File: src/rtl/sat_mac_accumulator.sv
// Single-neuron fixed-point MAC: loads a bias, accumulates LEN truncated Q-format products
// with guard bits, then presents one saturated N-bit result over a valid/ready handshake.
module sat_mac_accumulator #(
  parameter int unsigned N   = 10,
  parameter int unsigned Q   = 9,
  parameter int unsigned LEN = 4,
  parameter int unsigned G   = 3
) (
  input  logic         clk,
  input  logic         rst,
  input  logic         start,
  input  logic [N-1:0] bias,
  input  logic         in_valid,
  output logic         in_ready,
  input  logic [N-1:0] a,
  input  logic [N-1:0] b,
  output logic         out_valid,
  input  logic         out_ready,
  output logic [N-1:0] out,
  output logic         sat
);

  localparam int unsigned AW = N + 1 + G;
  localparam int unsigned CW = (LEN > 1) ? $clog2(LEN) : 1;

  localparam logic [CW-1:0]        LastCnt = CW'(LEN - 1);
  localparam logic signed [AW-1:0] MaxVal  = AW'((1 << (N - 1)) - 1);
  localparam logic signed [AW-1:0] MinVal  = ~MaxVal;

  typedef enum logic [1:0] {
    StIdle,
    StAcc,
    StDone
  } state_e;

  state_e               state_q, state_d;
  logic signed [AW-1:0] acc_q, acc_d;
  logic [CW-1:0]        cnt_q, cnt_d;
  logic [N-1:0]         out_q, out_d;
  logic                 sat_q, sat_d;

  logic signed [2*N-1:0] prod;
  logic signed [N:0]     term_w;
  logic signed [AW-1:0]  term;
  logic signed [AW-1:0]  bias_ext;
  logic signed [AW-1:0]  sum;
  logic [N-1:0]          sum_sat;
  logic                  sum_clip;

  // Arithmetic shift floors toward -inf; the shifted product always fits in N+1 bits.
  assign prod     = $signed(a) * $signed(b);
  assign term_w   = (N + 1)'(prod >>> Q);
  assign term     = {{G{term_w[N]}}, term_w};
  assign bias_ext = {{(G + 1){bias[N-1]}}, bias};
  assign sum      = acc_q + term;

  // Saturate the sum that includes the final beat, so the result is ready on DONE entry.
  always_comb begin
    sum_sat  = sum[N-1:0];
    sum_clip = 1'b0;
    if (sum > MaxVal) begin
      sum_sat  = MaxVal[N-1:0];
      sum_clip = 1'b1;
    end else if (sum < MinVal) begin
      sum_sat  = MinVal[N-1:0];
      sum_clip = 1'b1;
    end
  end

  always_comb begin
    state_d = state_q;
    acc_d   = acc_q;
    cnt_d   = cnt_q;
    out_d   = out_q;
    sat_d   = sat_q;
    unique case (state_q)
      StIdle: begin
        if (start) begin
          acc_d   = bias_ext;
          cnt_d   = '0;
          state_d = StAcc;
        end
      end
      StAcc: begin
        if (in_valid) begin
          acc_d = sum;
          cnt_d = cnt_q + CW'(1);
          if (cnt_q == LastCnt) begin
            cnt_d   = '0;
            out_d   = sum_sat;
            sat_d   = sum_clip;
            state_d = StDone;
          end
        end
      end
      StDone: begin
        if (out_ready) begin
          state_d = StIdle;
        end
      end
      default: state_d = StIdle;
    endcase
  end

  always_ff @(posedge clk) begin
    if (rst) begin
      state_q <= StIdle;
      acc_q   <= '0;
      cnt_q   <= '0;
      out_q   <= '0;
      sat_q   <= 1'b0;
    end else begin
      state_q <= state_d;
      acc_q   <= acc_d;
      cnt_q   <= cnt_d;
      out_q   <= out_d;
      sat_q   <= sat_d;
    end
  end

  assign in_ready  = (state_q == StAcc);
  assign out_valid = (state_q == StDone);
  assign out       = out_q;
  assign sat       = sat_q;

  // A stalled result must not change under the consumer.
  a_out_stable: assert property (@(posedge clk) disable iff (rst)
    (out_valid && !out_ready) |=> (out_valid && $stable(out) && $stable(sat)));

  a_one_side: assert property (@(posedge clk) !(in_ready && out_valid));

endmodule
File: config.mk
export PLATFORM = sky130hd
export DESIGN_NAME = sat_mac_accumulator
export DESIGN_NICKNAME = d
export VERILOG_FILES = /design/src/rtl/sat_mac_accumulator.sv
export SDC_FILE = /design/constraint.sdc
export NUM_CORES = 1
export LEC_CHECK = 0
export CAP_MARGIN = 5
export CORE_MARGIN = 3
export CORE_UTILIZATION = 65
export DETAILED_ROUTE_END_ITERATION = 10
export PLACE_DENSITY = 0.88
export SETUP_SLACK_MARGIN = 0.3
export SYNTH_ARGS = -nofsm -noshare
export SYNTH_HDL_FRONTEND = slang
export SYNTH_SLANG_ARGS = --single-unit
File: constraint.sdc
create_clock -name clk -period 12.9 [get_ports clk]
set_input_delay 1.29 -clock clk [delete_from_list [all_inputs] [get_ports clk]]
set_output_delay 1.29 -clock clk [all_outputs]
set_load 0.05 [all_outputs]
======== Word level (Yosys, flattened, before mapping) ========
Cells that the tools add are included.
Widths: inputs -> output; s select.
cells by class
  equal/unequal tests ..................... 7
  magnitude comparators ................... 2
  reduce and logical (&&, ||, !) cells .... 5
  add/sub/neg operators ................... 2
  muxes and demuxes ....................... 16
  multipliers ............................. 1
operators with widths
  cell                  count
  $mux 14               2
  $pmux 14 s2           1
  $mul 10x10->20        1
  $mux 10               2
  $add 14x11->14        1
  $gt 14x10->1 const B  1
  $lt 14x10->1 const B  1
  $mux 2                7
  $pmux 2 s3            1
  $reduce_and 3->1      2
  $eq 2x2->1 const B    2
  $ne 2x1->1 const B    2
  $ne 2x2->1 const B    2
  $pmux 2 s2            1
  $reduce_and 4->1      1
  $add 2x1->2 const B   1
  $eq 2x1->1 const B    1
  $logic_not 2->1       1
  $mux 1                2
  $reduce_bool 2->1     1
word-level totals
  output and inout bits ................... 13
  register bits ........................... 29
  input port bits ......................... 35

======== Longest topological paths before layout ========
Gate-level depths: netlist (run 1).
  depth after elaboration ................. 5
  gate-level depth with buffers ........... 31
  gate-level depth less buffers ........... 29

======== Worst setup path before layout (run 1) ========
No wires, ideal clock.
  path type ............................... input to register
  start ................................... input b[3]
  end ..................................... register sat_q (netlist: sat)
  path slack .............................. 4.925 ns
  arrival ................................. 7.908 ns
  required time ........................... 12.833 ns
  buffers on the path ..................... 2
  stages .................................. 31
  cells stage by stage .................... clkbuf_1 -> nand2_1 -> fa_1 -> inv_1 -> fa_1 -> inv_1 -> fa_1 -> inv_1 -> fa_1 -> inv_1 -> fa_1 -> inv_1 -> ha_1 -> a21oi_1 -> nand2_1 -> a41oi_2 -> and2b_2 -> o21a_1 -> o21a_1 -> nor2_1 -> xnor2_1 -> ha_1 -> o21ai_0 -> o21ai_0 -> o211ai_2 -> o31ai_1 -> xor2_1 -> xnor3_2 -> buf_6 -> or2_1 -> a21oi_2
between the ends
  longest elaborated chain between the ends .. 5
  elaborated cells between the ends (all ways) .. 6
ends and longest elaborated chain
  element               RTL line  source
  from (decl)           16        input logic [N-1:0] b,
  $mul 10x10->20 *      51        assign prod = $signed(a) * $signed(b);
  $add 14x11->14 *      55        assign sum = acc_q + term;
  $lt 14x10->1          64        end else if (sum < MinVal) begin
  $mux 1                64
  $mux 1 *              61        if (sum > MaxVal) begin
  to (signal assigned)  117       sat_q <= sat_d;
  to (decl)             40        logic sat_q, sat_d;
Mark *: on every way between the ends. The rest lies on a longest branch, timed or not.
A chain may end at the register's enable or synchronous reset.

======== Worst setup path in the final report (run 1) ========
  start ................................... input b[9]
  end ..................................... register out_q[0] (netlist: out[0])
between the ends
  longest elaborated chain between the ends .. 5
  elaborated cells between the ends (all ways) .. 6
ends and longest elaborated chain
  element               RTL line  source
  $mul 10x10->20 *      51
  $add 14x11->14 *      55
  $lt 14x10->1          64
  $mux 10               64
  $mux 10 *             61
  to (signal assigned)  116       out_q <= out_d;
  to (decl)             39        logic [N-1:0] out_q, out_d;
Marked as above.

==> run metrics, run 1 <==
Initial Util 67.6%; Clock Skews 0.00588 ns; count leader, synth inv_1; outcome complete, no violations; Iter 0 DRT Violations 255; min-delay src acc_q[5]$_SDFFE_PP0P_; Vias/cell 5.87; worst hold-check path type reg -> reg; CTS tree yes; CP max FO 11; Die Area 9790 um^2; Post-CTS Setup Bufs 0; H-Tree Depth 2; ANT nets after route 0; cell row count 33; Max-cap violations 0; Mapped Avg Cell Area 8.69 um^2; top_reg_cell synth dfxtp_1; CP endpoint kind flip-flop; Port Buffers 47; first-pass detailed-route iteration total 5; Max Slew Vio Count 0; Yosys warning total 0; synthesized cell area 5610 um^2; remaining global-route overflow 0; Root Driver clkbuf_8; count of final setup violators 0; ant diodes 0; die height 98.9 um; Layout Nets 861; Arrival @ worst endpoint 8.97 ns; Routed WL per cell 15.7 um; Hold-fix buffers, CTS 0; CTS buffer count 5; CP startpoint kind primary input; syn_nets 832; largest family of logic cells by synthesized area adder cells; Die Width 98.9 um; RSZ-0062 raised after global routing false; Clock transition at path regs 0.07 ns; Synth-to-Final Area Change 10.3%; fmax 0.113 GHz; Synth area leaders fa_1 (32%), ha_1 (13%), dfxtp_1 (10%); fraction of layout cells with a size suffix above 1 3.70%; Core Box Area 8300 um^2; Tmin final 8.83 ns; Final Cycle Share 68.4%; Syn Inst Count 646; critical path startpoint b[9]; Slew HR 55.7%; Clock Latency Late Sink 0.28 ns; Synth Area in Adders 45.8%; # DRC 0; # clock sinks 29; total number of vias 4584; Crit Path Class in -> reg; total negative slack 0 ns; initial antenna violation count 0; global-route wire length before repair 21100 um; Synth top area share 32.4%; Tot GR Track Use 26.0%; async set-reset flop share out of synthesis 0%; Slew @ Worst Pin 0.662 ns; Clock Path Buffers 2; Filler cells 582; Synth Area in XOR/XNOR 5.10%; RD Place Congestion 0.895; Simple-Gate Fraction of Synth Area 15.0%; flops & latches, synth 29; Synth Area in Compound Gates 13.0%; r2r setup slk 9.96 ns; dpl hpwl 10200 um; largest net degree at the start of global routing 18; register area share after synthesis 10.3%; final wirelength 12300 um; Netlist cell types 60; top cells by count, synth inv_1 (125), fa_1 (91), nand2_1 (73); top-level I/O count 48; R2R Path Start acc_q[0]$_SDFFE_PP0P_; final hold viol count 0; vias in the first global route 4765; Synth area leader fa_1; post-CTS resize count 0; Post-synth EDFFs 0; post-synthesis mux area share 0.178%; Worst Path Required 13.05 ns
==> sequential cells by signal, indices dropped and copies added, names as in the netlist <==
signal,flops
acc_q,14
out,10
cnt_q,2
state_q,2
sat,1
==> logic make-up after synthesis <==
group                    after synthesis
buffers and inverters                153
AND/OR/NAND/NOR                      176
multiplexers                           1
adder cells (fa/ha/maj)              151
XOR/XNOR                              31
AO/OA/AOI/OAI                        105
flip-flops                            29
==> per-stage QoR <==
stage / utilization, % / std cells / worst slack (ns) / hold slack (ns) / area (um^2)
finish: 74.6 / 781 / 4.07 / 0.470 / 6190
global route: 74.6 / 781 / 3.59 / 0.491 / 6190
CTS: 74.6 / 781 / 4.12 / 0.465 / 6190
detailed placement: 73.6 / 773 / 3.85 / 0.458 / 6110
global placement: 73.6 / 773 / 3.97 / 0.456 / 6110
floorplan: - / 646 / 4.92 / 0.436 / 5610
==> path summary, 6_finish.rpt <==
path                      endpoint  cells after the start
max            out[0]$_SDFFE_PP0P_                     27
min          acc_q[5]$_SDFFE_PP0P_                      2
max reg2reg    out[0]$_SDFFE_PP0P_                     11
min reg2reg  acc_q[5]$_SDFFE_PP0P_                      2
==> routing by layer <==
metal | wire, um | GRT usage, % | up-vias
met3 | 875 | 4.39 | 41
met5 | 0 | 0 | -
li1 | - | - | 2109
met4 | 367 | 7.77 | 0
met2 | 6340 | 45.5 | 203
met1 | 4700 | 33.1 | 2231
==> cells in the final DEF (no fill, tap or decap), types with 5 or more instances in the layout <==
cell,count
nor3_1,6
a211oi_1,8
xor2_1,7
xnor2_1,23
dfxtp_1,29
and2_1,34
o21a_1,6
nor2_1,34
a21oi_1,28
ha_1,60
fa_1,91
inv_1,125
nand2_1,73
clkdlybuf4s50_1,47
nand2b_1,6
o221ai_1,6
clkbuf_8,5
o21ai_0,27
==> final cells by class <==
class | count | area (um^2) | share of cell area, %
multi-input combinational | 464 | 4440 | 71.7
sequential | 29 | 581 | 9.38
timing repair buffer | 48 | 478 | 7.72
inverter | 127 | 477 | 7.70
tap | 105 | 131 | 2.12
clock buffer | 6 | 72.6 | 1.17
clock inverter | 2 | 10.0 | 0.162
==> critical path: stages <==
cell and delay (ns):
clkdlybuf4s50_1 0.53, clkinv_1 0.32, nor2_1 0.27, fa_1 0.47, fa_1 0.52, fa_1 0.56, fa_1 0.55, inv_1 0.05
fa_1 0.52, inv_1 0.04, ha_1 0.34, a21o_1 0.18, a41oi_2 0.27, and2b_2 0.27, o21a_1 0.19, o21a_1 0.17
nor2_1 0.10, xnor2_1 0.08, ha_1 0.36, o21ai_0 0.13, o21ai_0 0.22, o211ai_2 0.17, o31ai_1 0.28, xor2_1 0.19
xnor3_2 0.39, o22ai_4 0.34, a221oi_1 0.15
Power of run 1 is not shown: default switching activity piles up to over one toggle a cycle in this logic, so the estimate is an artifact.
==> run 2, diff against run 1 <==
CORE_UTILIZATION = 61   (was 65)
PLACE_DENSITY = 0.83   (was 0.88)
clock period = 9.1 ns   (was 12.9 ns; I/O delays follow)
==> run 2 against run 1 <==
Effect of this change:
- via count shrank 0.94%
- clock skew shrank 0.0011 ns
- design area grew 0.99%
- routed wire length shrank 0.43%
- die area grew 6.2%
- largest cell class unchanged
==> run metrics, run 2 (synthesized netlist as in run 1, its figures left out) <==
ant diodes 0; min-delay src acc_q[3]$_SDFFE_PP0P_; CP max FO 11; final wirelength 12200 um; vias in the first global route 4822; Arrival @ worst endpoint 8.55 ns; global-route wire length before repair 21200 um; Core Box Area 8850 um^2; CP max stage cell clkdlybuf4s50_1; top-level I/O count 48; first-pass detailed-route iteration total 5; slowest stage delay, CP 0.75 ns; hold endpoint acc_q[3]$_SDFFE_PP0P_; Reg2Reg Depth 6; Worst Path Required 9.27 ns; Routed WL per cell 15.5 um; CP startpoint kind primary input; Max Slew Vio Count 0; Max-cap violations 0; Hold Path Depth 2; CTS buffer count 5; Iter 0 DRT Violations 174; Tmin final 8.38 ns; Port Buffers 47; Die Area 10400 um^2; Clock transition at path regs 0.07 ns; Synth-to-Final Area Change 11.4%; fmax 0.119 GHz; Clock Skews 0.00473 ns; total number of vias 4541; Tot GR Track Use 25.3%; ANT nets after route 0; Root Driver clkbuf_8; count of final setup violators 0; remaining global-route overflow 0; RSZ-0062 raised after global routing false; initial antenna violation count 0; Filler cells 684; Largest register FFs 14; Final Cycle Share 92.1%; Clock Path Buffers 2; dpl hpwl 10100 um; final hold viol count 0; die height 102 um; Biggest register acc_q; worst hold-check path type reg -> reg; critical register-to-register path endpoint out[1]$_SDFFE_PP0P_; Slew @ Worst Pin 0.679 ns; Die Width 102 um; CTS tree yes; Slew HR 54.6%; cell row count 34; r2r setup slk 6.20 ns; RD Place Congestion 0.881; fraction of layout cells with a size suffix above 1 4.57%; # clock sinks 29; fin util 70.7%; # DRC 0; Crit Path Class in -> reg; CP endpoint kind flip-flop; H-Tree Depth 2; Layout Nets 864; most common cell after layout, fill and taps aside inv_1; commonest non-fill, non-tap cells in the layout inv_1 (125), fa_1 (91), nand2_1 (73); outcome complete, no violations; R2R Path Start state_q[0]$_SDFFE_PP0P_; Initial Util 63.4%; Clock Latency Late Sink 0.29 ns; total negative slack 0 ns; largest net degree at the start of global routing 18; Vias/cell 5.77
[run 2: cell types whose count changed in the layout (fill, tap and decap cells not counted), sizes merged]
| cell | change |
|---|---|
| dlymetal6s2s | +4 |
| clkinv | -1 |
| clkinvlp | +2 |
| clkbuf | -1 |
| buf | +2 |
| clkdlybuf4s50 | -4 |
| o22ai | +1 |
[run 2: through the flow]
stage	std cells	hold slack, ns	area [um^2]	setup WS [ns]
finish	787	0.468	6250	0.720
global route	787	0.495	6250	0.310
CTS	785	0.468	6210	0.614
detailed placement	777	0.461	6120	0.333
global placement	777	0.456	6120	0.535
floorplan	646	0.436	5610	1.50
[run 2: area by class of cell]
class / instances / area [um^2] / area share (%)
clock inverters: 3 / 17.5 / 0.280
clock buffers: 5 / 68.8 / 1.10
repair buffers: 50 / 503 / 8.04
inverters: 127 / 480 / 7.68
multi-input cells: 465 / 4470 / 71.4
well taps: 108 / 135 / 2.16
flip-flops and latches: 29 / 581 / 9.29
[run 2: metal layers]
metal	wire [um]	share of wire [%]	GRT usage, %
met1	4950	40	31.8
met2	6360	52	45.0
met3	656	5.4	3.89
met4	267	2.2	7.57
met5	0	0	0
[run 2: critical path: cells and delay by family]
kind,cells,cell delay (ns)
buf+inv,6,1.00
fa+ha+maj,7,3.23
compound gates,10,2.07
xor+xnor,3,0.70
simple gates,4,0.63
[run 2: timing repair]
item                                    4_1_cts  5_1_grt
gates resized for setup                       0        8
endpoints found under the setup margin        0       10
hold buffers                                  0        0
setup buffers                                 0        1
hold endpoints to repair                      0        0
[run 2: worst max-delay path by stage]
| stage | end | from | slack [ns] | cells after the start |
|---|---|---|---|---|
| CTS | out[1]$_SDFFE_PP0P_ | a[5] | 0.61 | 30 |
| global route | out[0]$_SDFFE_PP0P_ | b[9] | 0.31 | 27 |
| floorplan | sat$_SDFFE_PP0P_ | b[3] | 1.50 | 31 |
| global placement | out[2]$_SDFFE_PP0P_ | b[9] | 0.54 | 27 |
| finish | out[4]$_SDFFE_PP0P_ | a[7] | 0.72 | 30 |
| detailed placement | out[1]$_SDFFE_PP0P_ | a[5] | 0.33 | 30 |
Power of run 2 is left out for the same reason.
